## src/rtl/recon_dma_scheduler.sv

```systemverilog
// Partial-reconfiguration load scheduler: bitstream table, round-robin request arbiter and single-outstanding DMA descriptor FSM.
// Optional completion timeout is built when RECON_SCHED_TIMEOUT_EN is defined.
module recon_dma_scheduler #(
   parameter int ADDR_WIDTH     = 34,
   parameter int LEN_WIDTH      = 20,
   parameter int TAG_WIDTH      = 8,
   parameter int ID_COUNT       = 16,
   parameter int NUM_REQ        = 2,
   parameter int TIMEOUT_CYCLES = 65535,
   localparam int REQ_W         = (NUM_REQ > 1) ? $clog2(NUM_REQ) : 1,
   localparam int IDX_W         = (ID_COUNT > 1) ? $clog2(ID_COUNT) : 1
) (
   input  logic                   s_axis_clk,
   input  logic                   rst,
   input  logic                   tbl_wr_valid,
   input  logic [7:0]             tbl_wr_id,
   input  logic [ADDR_WIDTH-1:0]  tbl_wr_addr,
   input  logic [LEN_WIDTH-1:0]   tbl_wr_size,
   input  logic [NUM_REQ-1:0]     req_valid,
   input  logic [NUM_REQ*8-1:0]   req_id,
   output logic [NUM_REQ-1:0]     req_ready,
   output logic [ADDR_WIDTH-1:0]  m_desc_addr,
   output logic [LEN_WIDTH-1:0]   m_desc_len,
   output logic [TAG_WIDTH-1:0]   m_desc_tag,
   output logic                   m_desc_valid,
   input  logic                   m_desc_ready,
   input  logic [TAG_WIDTH-1:0]   s_status_tag,
   input  logic [3:0]             s_status_error,
   input  logic                   s_status_valid,
   output logic                   rsp_valid,
   output logic [REQ_W-1:0]       rsp_req,
   output logic [1:0]             rsp_status,
   output logic                   busy
);

   typedef enum logic [2:0] {
      ST_IDLE,
      ST_LOOKUP,
      ST_ISSUE,
      ST_WAIT_CPL,
      ST_RESPOND
   } state_t;

   state_t                  state_q, state_d;
   logic [7:0]              id_q, id_d;
   logic [REQ_W-1:0]        req_idx_q, req_idx_d;
   logic [REQ_W-1:0]        rr_ptr_q, rr_ptr_d;
   logic [TAG_WIDTH-1:0]    tag_cnt_q, tag_cnt_d;
   logic [ADDR_WIDTH-1:0]   m_desc_addr_q, m_desc_addr_d;
   logic [LEN_WIDTH-1:0]    m_desc_len_q, m_desc_len_d;
   logic [TAG_WIDTH-1:0]    m_desc_tag_q, m_desc_tag_d;
   logic                    m_desc_valid_q, m_desc_valid_d;
   logic                    rsp_valid_q, rsp_valid_d;
   logic [REQ_W-1:0]        rsp_req_q, rsp_req_d;
   logic [1:0]              rsp_status_q, rsp_status_d;

   logic [ID_COUNT-1:0]     tbl_valid_q, tbl_valid_d;
   logic [ADDR_WIDTH-1:0]   tbl_addr_q [ID_COUNT];
   logic [ADDR_WIDTH-1:0]   tbl_addr_d [ID_COUNT];
   logic [LEN_WIDTH-1:0]    tbl_size_q [ID_COUNT];
   logic [LEN_WIDTH-1:0]    tbl_size_d [ID_COUNT];

   logic                    grant_found;
   logic [REQ_W-1:0]        grant_idx;
   logic [7:0]              grant_id;
   logic                    wr_in_range;
   logic [IDX_W-1:0]        wr_idx;
   logic [IDX_W-1:0]        lu_idx;
   logic                    lu_bypass;
   logic                    lu_hit;
   logic [ADDR_WIDTH-1:0]   lu_addr;
   logic [LEN_WIDTH-1:0]    lu_size;

`ifdef RECON_SCHED_TIMEOUT_EN
   localparam logic [31:0]  TIMEOUT_LIMIT = 32'(TIMEOUT_CYCLES);
   logic [31:0]             to_cnt_q, to_cnt_d;
`else
   logic                    unused_timeout_cfg;
   assign unused_timeout_cfg = (TIMEOUT_CYCLES == 0);
`endif

   assign wr_idx      = tbl_wr_id[IDX_W-1:0];
   assign wr_in_range = (int'(tbl_wr_id) < ID_COUNT);

   always_comb begin
      tbl_valid_d = tbl_valid_q;
      tbl_addr_d  = tbl_addr_q;
      tbl_size_d  = tbl_size_q;
      if (tbl_wr_valid && wr_in_range) begin
         tbl_valid_d[wr_idx] = (tbl_wr_size != '0);
         tbl_addr_d[wr_idx]  = tbl_wr_addr;
         tbl_size_d[wr_idx]  = tbl_wr_size;
      end
   end

   // Round-robin: scan requesters in order starting at the pointer.
   always_comb begin
      grant_found = 1'b0;
      grant_idx   = '0;
      for (int i = 0; i < NUM_REQ; i++) begin
         for (int j = 0; j < NUM_REQ; j++) begin
            if (!grant_found && req_valid[j] && (((int'(rr_ptr_q) + i) % NUM_REQ) == j)) begin
               grant_found = 1'b1;
               grant_idx   = REQ_W'(j);
            end
         end
      end
   end

   always_comb begin
      grant_id  = '0;
      req_ready = '0;
      for (int j = 0; j < NUM_REQ; j++) begin
         if (grant_idx == REQ_W'(j)) begin
            grant_id = req_id[j*8 +: 8];
         end
         req_ready[j] = (state_q == ST_IDLE) && grant_found && (grant_idx == REQ_W'(j));
      end
   end

   // A write to the entry being looked up in the same cycle wins over the stored copy.
   always_comb begin
      lu_idx    = id_q[IDX_W-1:0];
      lu_bypass = tbl_wr_valid && (tbl_wr_id == id_q);
      lu_addr   = lu_bypass ? tbl_wr_addr : tbl_addr_q[lu_idx];
      lu_size   = lu_bypass ? tbl_wr_size : tbl_size_q[lu_idx];
      lu_hit    = (int'(id_q) < ID_COUNT) &&
                  (lu_bypass ? (tbl_wr_size != '0) : tbl_valid_q[lu_idx]);
   end

   always_comb begin
      state_d        = state_q;
      id_d           = id_q;
      req_idx_d      = req_idx_q;
      rr_ptr_d       = rr_ptr_q;
      tag_cnt_d      = tag_cnt_q;
      m_desc_addr_d  = m_desc_addr_q;
      m_desc_len_d   = m_desc_len_q;
      m_desc_tag_d   = m_desc_tag_q;
      m_desc_valid_d = m_desc_valid_q;
      rsp_valid_d    = 1'b0;
      rsp_req_d      = rsp_req_q;
      rsp_status_d   = rsp_status_q;
`ifdef RECON_SCHED_TIMEOUT_EN
      to_cnt_d       = to_cnt_q;
`endif
      case (state_q)
         ST_IDLE: begin
            if (grant_found) begin
               id_d      = grant_id;
               req_idx_d = grant_idx;
               rr_ptr_d  = (grant_idx == REQ_W'(NUM_REQ - 1)) ? '0 : grant_idx + 1'b1;
               state_d   = ST_LOOKUP;
            end
         end
         ST_LOOKUP: begin
            if (lu_hit) begin
               m_desc_addr_d  = lu_addr;
               m_desc_len_d   = lu_size;
               m_desc_tag_d   = tag_cnt_q;
               m_desc_valid_d = 1'b1;
               state_d        = ST_ISSUE;
            end else begin
               rsp_valid_d  = 1'b1;
               rsp_req_d    = req_idx_q;
               rsp_status_d = 2'd1;
               state_d      = ST_RESPOND;
            end
         end
         ST_ISSUE: begin
            if (m_desc_ready) begin
               m_desc_valid_d = 1'b0;
               tag_cnt_d      = tag_cnt_q + 1'b1;
               state_d        = ST_WAIT_CPL;
`ifdef RECON_SCHED_TIMEOUT_EN
               to_cnt_d       = '0;
`endif
            end
         end
         ST_WAIT_CPL: begin
`ifdef RECON_SCHED_TIMEOUT_EN
            to_cnt_d = to_cnt_q + 32'd1;
`endif
            if (s_status_valid && (s_status_tag == m_desc_tag_q)) begin
               rsp_valid_d  = 1'b1;
               rsp_req_d    = req_idx_q;
               rsp_status_d = (s_status_error != 4'd0) ? 2'd2 : 2'd0;
               state_d      = ST_RESPOND;
            end
`ifdef RECON_SCHED_TIMEOUT_EN
            else if (to_cnt_d == TIMEOUT_LIMIT) begin
               rsp_valid_d  = 1'b1;
               rsp_req_d    = req_idx_q;
               rsp_status_d = 2'd3;
               state_d      = ST_RESPOND;
            end
`endif
         end
         ST_RESPOND: begin
            state_d = ST_IDLE;
         end
         default: begin
            state_d = ST_IDLE;
         end
      endcase
   end

   always_ff @(posedge s_axis_clk) begin
      if (rst) begin
         state_q        <= ST_IDLE;
         id_q           <= '0;
         req_idx_q      <= '0;
         rr_ptr_q       <= '0;
         tag_cnt_q      <= '0;
         m_desc_addr_q  <= '0;
         m_desc_len_q   <= '0;
         m_desc_tag_q   <= '0;
         m_desc_valid_q <= 1'b0;
         rsp_valid_q    <= 1'b0;
         rsp_req_q      <= '0;
         rsp_status_q   <= '0;
         tbl_valid_q    <= '0;
`ifdef RECON_SCHED_TIMEOUT_EN
         to_cnt_q       <= '0;
`endif
      end else begin
         state_q        <= state_d;
         id_q           <= id_d;
         req_idx_q      <= req_idx_d;
         rr_ptr_q       <= rr_ptr_d;
         tag_cnt_q      <= tag_cnt_d;
         m_desc_addr_q  <= m_desc_addr_d;
         m_desc_len_q   <= m_desc_len_d;
         m_desc_tag_q   <= m_desc_tag_d;
         m_desc_valid_q <= m_desc_valid_d;
         rsp_valid_q    <= rsp_valid_d;
         rsp_req_q      <= rsp_req_d;
         rsp_status_q   <= rsp_status_d;
         tbl_valid_q    <= tbl_valid_d;
`ifdef RECON_SCHED_TIMEOUT_EN
         to_cnt_q       <= to_cnt_d;
`endif
      end
   end

   // Address and size payload needs no reset; the valid bits gate every use.
   always_ff @(posedge s_axis_clk) begin
      tbl_addr_q <= tbl_addr_d;
      tbl_size_q <= tbl_size_d;
   end

   assign m_desc_addr  = m_desc_addr_q;
   assign m_desc_len   = m_desc_len_q;
   assign m_desc_tag   = m_desc_tag_q;
   assign m_desc_valid = m_desc_valid_q;
   assign rsp_valid    = rsp_valid_q;
   assign rsp_req      = rsp_req_q;
   assign rsp_status   = rsp_status_q;
   assign busy         = (state_q != ST_IDLE);

endmodule

```

## config.mk

```make
export PLATFORM = sky130hd
export DESIGN_NAME = recon_dma_scheduler
export DESIGN_NICKNAME = d
export VERILOG_FILES = /design/src/rtl/recon_dma_scheduler.sv
export SDC_FILE = /design/constraint.sdc
export NUM_CORES = 1
export LEC_CHECK = 0
export CORE_UTILIZATION = 50
export DETAILED_ROUTE_END_ITERATION = 8
export PLACE_DENSITY = 0.8
export SLEW_MARGIN = 20
export SYNTH_ARGS = -nofsm -noshare
export SYNTH_HDL_FRONTEND = slang
export SYNTH_SLANG_ARGS = --single-unit
```

## constraint.sdc

```tcl
create_clock -name s_axis_clk -period 11.1 [get_ports s_axis_clk]
set_clock_uncertainty 0.1 [all_clocks]
set_input_delay 2.22 -clock s_axis_clk [delete_from_list [all_inputs] [get_ports s_axis_clk]]
set_output_delay 2.22 -clock s_axis_clk [all_outputs]
set_load 0.01 [all_outputs]
```

# Word level (Yosys, flattened, before mapping)
# Index checks and enable logic that the tools add are counted.
# word_totals
mem_bits_ro	0
mem_bits_rw	0
memories	0
output_inout_bits	70
latch_bits	0
ff_bits	968
# op_classes
n_div	0
bitwise_logic	4
shifts	0
mux	47
reduce_logical	33
order_cmp	8
mul	0
n_eq_ne	11
add_sub_neg	3
# ops
cell	n
$bwmux 544	1
$bwmux 320	1
$bmux 34 s4	1
$demux 34 s4	1
$mux 34	4
$bmux 20 s4	1
$demux 20 s4	1
$mux 20	4
$logic_not 32->1	2
$reduce_bool 20->1	1
$mux 1	17
$bwmux 16	1
$eq 8x8->1	2
$logic_and 1x1->1	16
$lt 8x5->1 const B	2
$mux 3	4
$pmux 3 s4	1
$ge 5x5->1 const B	2
$lt 4x5->1 const B	2
$ne 2x2->1 const B	5
$not 4->5	2
$reduce_and 3->1	3
$add 8x1->8 const B	1
$mux 8	1
19 further kinds	30

# Longest topological paths before layout
# depth
depth_word	17
ltp_mapped	9
ltp_nobuf	6

# Least setup slack after synthesis
# No wires, ideal clock.
# synth_timing
path_type	input to register
startpoint	input tbl_wr_id[4]
endpoint	register tbl_addr_q[510] (netlist name), enable pin
setup_time_ns	0.537
stages	5
n_path_buf	1
setup_slack_ns	3.477
arrival_ns	6.986
required_ns	10.463
cell_sequence	nor4_1 -> nand2_1 -> or3_1 -> clkbuf_1 -> nor3_1
# synth_between
elab_chain_cells	2
# synth_rtl
item	line_no	rtl
start, declared	16	input logic [7:0] tbl_wr_id,
$lt 8x5->1	83	assign wr_in_range = (int'(tbl_wr_id) < ID_COUNT);
$logic_and 1x1->1	89	if (tbl_wr_valid && wr_in_range) begin
end signal, assigned	248	tbl_addr_q <= tbl_addr_d;
end, declared	58	logic [ADDR_WIDTH-1:0] tbl_addr_q [ID_COUNT];
# No other way between the ends.
# A chain may end at the register's enable or synchronous reset.

# Final worst setup path
# layout_timing
startpoint	input req_valid[1]
endpoint	output req_ready[1]
# layout_between
elab_chain_cells	13
word_cells_on_any_way	16
classes_between	6 x mux; 10 x reduce/logical
# layout_rtl
item	line_no	rtl
start, declared	19	input logic [NUM_REQ-1:0] req_valid,
$logic_and 1x1->1 (2 in a row)	102	if (!grant_found && req_valid[j] && (((int'(rr_ptr_q) + i) % NUM_REQ) == j)) begin
$mux 1	102	
$logic_not 1->1	102	
$logic_and 1x1->1 (2 in a row)	102	
$mux 1	102	
$logic_not 1->1	102	
$logic_and 1x1->1 (2 in a row)	102	
$mux 1	102	
$logic_and 1x1->1	117	req_ready[j] = (state_q == ST_IDLE) && grant_found && (grant_idx == REQ_W'(j));
$logic_and 1x1->1 (*)	117	
end, declared	21	output logic [NUM_REQ-1:0] req_ready,
# Mark *: on every way between the ends. The rest lies on a longest branch, timed or not.

==> metrics.md <==
| Metric | Value |
|---|---|
| Outcome | finished with violations |
| Failing checks | design-rule violations |
| Routability cong. | 0.7745 |
| Register Area | 28030 um^2 |
| Pre-antenna DRT Iters | 7 |
| Post-synth EDFFs | 864 |
| Syn Nets | 1965 |
| CTS Sinks | 968 |
| Slew Viols, Final | 0 |
| Placed cells | 2909 |
| Max-Cap Viols | 0 |
| Clock root cell | clkbuf_16 |
| Port bufs | 166 |
| Clock Latency Late Sink | 0.65 ns |
| Fin crit period | 6.382 ns |
| TritonCTS clock tree | yes |
| CP max FO | 10 |
| Synth Cell Area | 37110 um^2 |
| FF+latch count, synth | 968 |
| Final std cells w/o fill | 3079 |
| Least-Margin Pin Slew | 1.184 ns |
| Cells after Synth | 1867 |
| Critical Path AT | 4.06 ns |
| Crit. Startpoint | req_valid[1] |
| P&R area growth vs syn | 15.11% |
| Core ar. | 73210 um^2 |
| Share of cells above drive strength 1 | 21.12% |
| Pin count of the biggest net entering global routing | 103 |
| Number of DRC markers in iteration 0 | 2593 |
| Top post-synthesis cells by area | edfxtp_1, mux4_2, dfxtp_1 |
| Total negative slack | 0 ns |
| Most common cell in the synthesized netlist | edfxtp_1 |
| Clock power share | 39.9% |
| Die Wd | 274.4 um |
| Top FF cell, synth | edfxtp_1 |
| Leading area contributor after synthesis | edfxtp_1 |
| Slew headroom | 21.05% |
| Mapped Avg Cell Area | 19.88 um^2 |
| Routed WL | 92.40 mm |
| Sequential power share | 53.5% |
| CP Launch Type | input pin |
| Type of the worst setup path | input pin to primary output |
| Logic gate share of total power | 6.6% |
| Final Hold Fails | 0 |
| Deepest clock path buffer count | 3 |
| R2r setup slk | 6.14 ns |
| Starting Density | 50.69% |
| Hold Slack | 0.3760 ns |
| P_leak | 12.88 nW |
| Final Util | 58.35% |
| RR Endpoint | m_desc_addr[17] |
| DP Worst Slack | 4.785 ns |
| Multi-input logic area | 8623 um^2 |
| CTS buffer count | 90 |
| Final setup viols | 0 |
| Final worst path period share | 57.50% |
| Die area | 75310 um^2 |
| RSZ-0062 raised after global routing | no |
| DIE HEIGHT | 274.4 um |
| Antenna-violating nets left | 0 |
| Initial antenna violation count | 7 |
| # nets final | 2141 |
| Int Power | 5.837 mW |
| Post_cts resized | 0 |
| RR Startpoint | id_q[1] |
| Cts hold-fix bufs | 0 |
| PD cells | 174.9 nW/um^2 |
| Yosys Warn Count | 0 |
| Fill count | 4974 |
| Type of the tightest min-delay check | flip-flop to flip-flop |
| Fmax | 156.7 MHz |
| Setup crit end kind | primary output |
| Clk slew on worst S/H paths | 0.06 ns |
| Top cell type's share of synthesized area | 69.92% |
| Peak supply drop | 0.1261 mV |
| # Post-CTS Setup Buffers | 0 |
| H-tree level count | 3 |
| DRC viols | 14 |
| Grt total ovfl | 0 |
| Vias/cell | 6.600 |
| Library cells used by synthesis | 46 |
| DR WL/cell | 30.01 um |
| Switching Share | 21.88% |
| IO Count | 167 |
| Post-DP HPWL | 44.91 mm |
| All-Layer GR Usage | 24.57% |
| Asr flop ratio synth | 0% |
| Sw Pwr | 1.635 mW |
| Final setup margin | 4.718 ns |
| FF-to-FF path depth | 8 |
| Post-synth top cells | edfxtp_1, mux4_2, a21oi_1 |
| Worst EP required | 8.78 ns |
| Std-Cell Rows | 99 |
| First-pass GRT wire length | 134.2 mm |
| Via count | 20320 |
| Setup crit end | req_ready[1] |
| Number of global-route vias before repair | 20770 |
| Sequential share of the synthesized area | 75.53% |
## logic make-up after synthesis
group	share of synthesized area, %
flip-flops	75.53
AO/OA/AOI/OAI	6.363
multiplexers	13.55
AND/OR/NAND/NOR	2.343
buffers and inverters	1.642
XOR/XNOR	0.5428
adder cells (fa/ha/maj)	0.03371
## sequential cells by signal, indices dropped and copies added (netlist names), 2 cells and up
signal       count
m_desc_len      20
id_q             8
m_desc_addr     34
tbl_size_q     320
tbl_valid_q     16
tag_cnt_q        8
state_q          3
rsp_status       2
tbl_addr_q     544
m_desc_tag       8
## cell usage in the layout (no fill, tap or decap), drive strengths merged, types with 2 or more instances in the layout
cell type      Yosys  final
edfxtp           864    864
mux4             220    220
clkdlybuf4s50      0    165
a21oi            123    123
clkbuf            66    113
a22oi            106    106
dfxtp            104    104
nor2              99     99
a221oi            54     54
buf               55     40
clkinv             0     40
o21ai             29     29
xnor2             18     18
nand2             17     17
nor3              14     14
nand2b            11     11
nor2b             11     11
nor4               8      8
nand3              8      8
a222oi             8      8
a211oi             8      8
inv                5      8
nand4              6      6
xor2               5      5
mux2i              5      5
clkinvlp           0      5
diode              0      4
bufinv             0      4
or3                2      2
nand4b             2      2
mux2               2      2
a211o              2      2
or2                2      2
nor3b              2      2
and3               2      2
## worst min-delay path by stage
stage                        start  slack, ns  cells past startpoint        endpoint
finish                m_desc_valid       0.38                      2    m_desc_valid
global route        tbl_valid_q[3]       0.40                      2  tbl_valid_q[3]
CTS                   m_desc_valid       0.38                      2    m_desc_valid
detailed placement    m_desc_valid       0.37                      2    m_desc_valid
global placement    tbl_valid_q[5]       0.36                      2  tbl_valid_q[5]
floorplan                req_idx_q       0.34                      2         rsp_req
## metrics by stage
| stage | cell area, um^2 | total power, mW |
|---|---|---|
| 2_1_floorplan | 37110 | 4.382 |
| 3_3_place_gp | 39820 | 4.541 |
| 3_5_place_dp | 39860 | 4.557 |
| 4_1_cts | 42690 | 7.492 |
| 5_1_grt | 42710 | 7.663 |
| 6_report | 42720 | 7.472 |
## per-layer routing
layer  share of wire [%]  vias up  track usage, %  wire length [um]
met2                  49     1445           39.76             45520
met3                  11      196           5.613             10330
met4                 2.6        8           8.216              2364
met5               0.050        -               0                46
met1                  37    10520           33.10             34130
li1                    -     8150               -                 -
## area by class of cell
cell class / count / area share (%)
inverter: 5 / 0.04394
tap: 959 / 2.809
clock buffer: 113 / 5.665
timing repair buffer: 205 / 4.687
multi-input combinational: 773 / 20.19
sequential: 968 / 65.63
antenna: 4 / 0.02343
clock inverter: 52 / 0.9549
## worst max-delay path, stage by stage
cell	delay [ns]
clkdlybuf4s50_1	0.54
o21ai_0	0.11
nor2_1	0.53
clkdlybuf4s50_1	0.66
## power groups by stage
stage,sequential (mW),combinational [mW],clock [mW]
finish,4.00,0.490,2.98
global route,4.00,0.522,3.14
CTS,4.00,0.490,3.00
detailed placement,4.08,0.482,0
global placement,4.07,0.467,0
floorplan,4.06,0.325,0
Power figures use the tool's default switching activity.
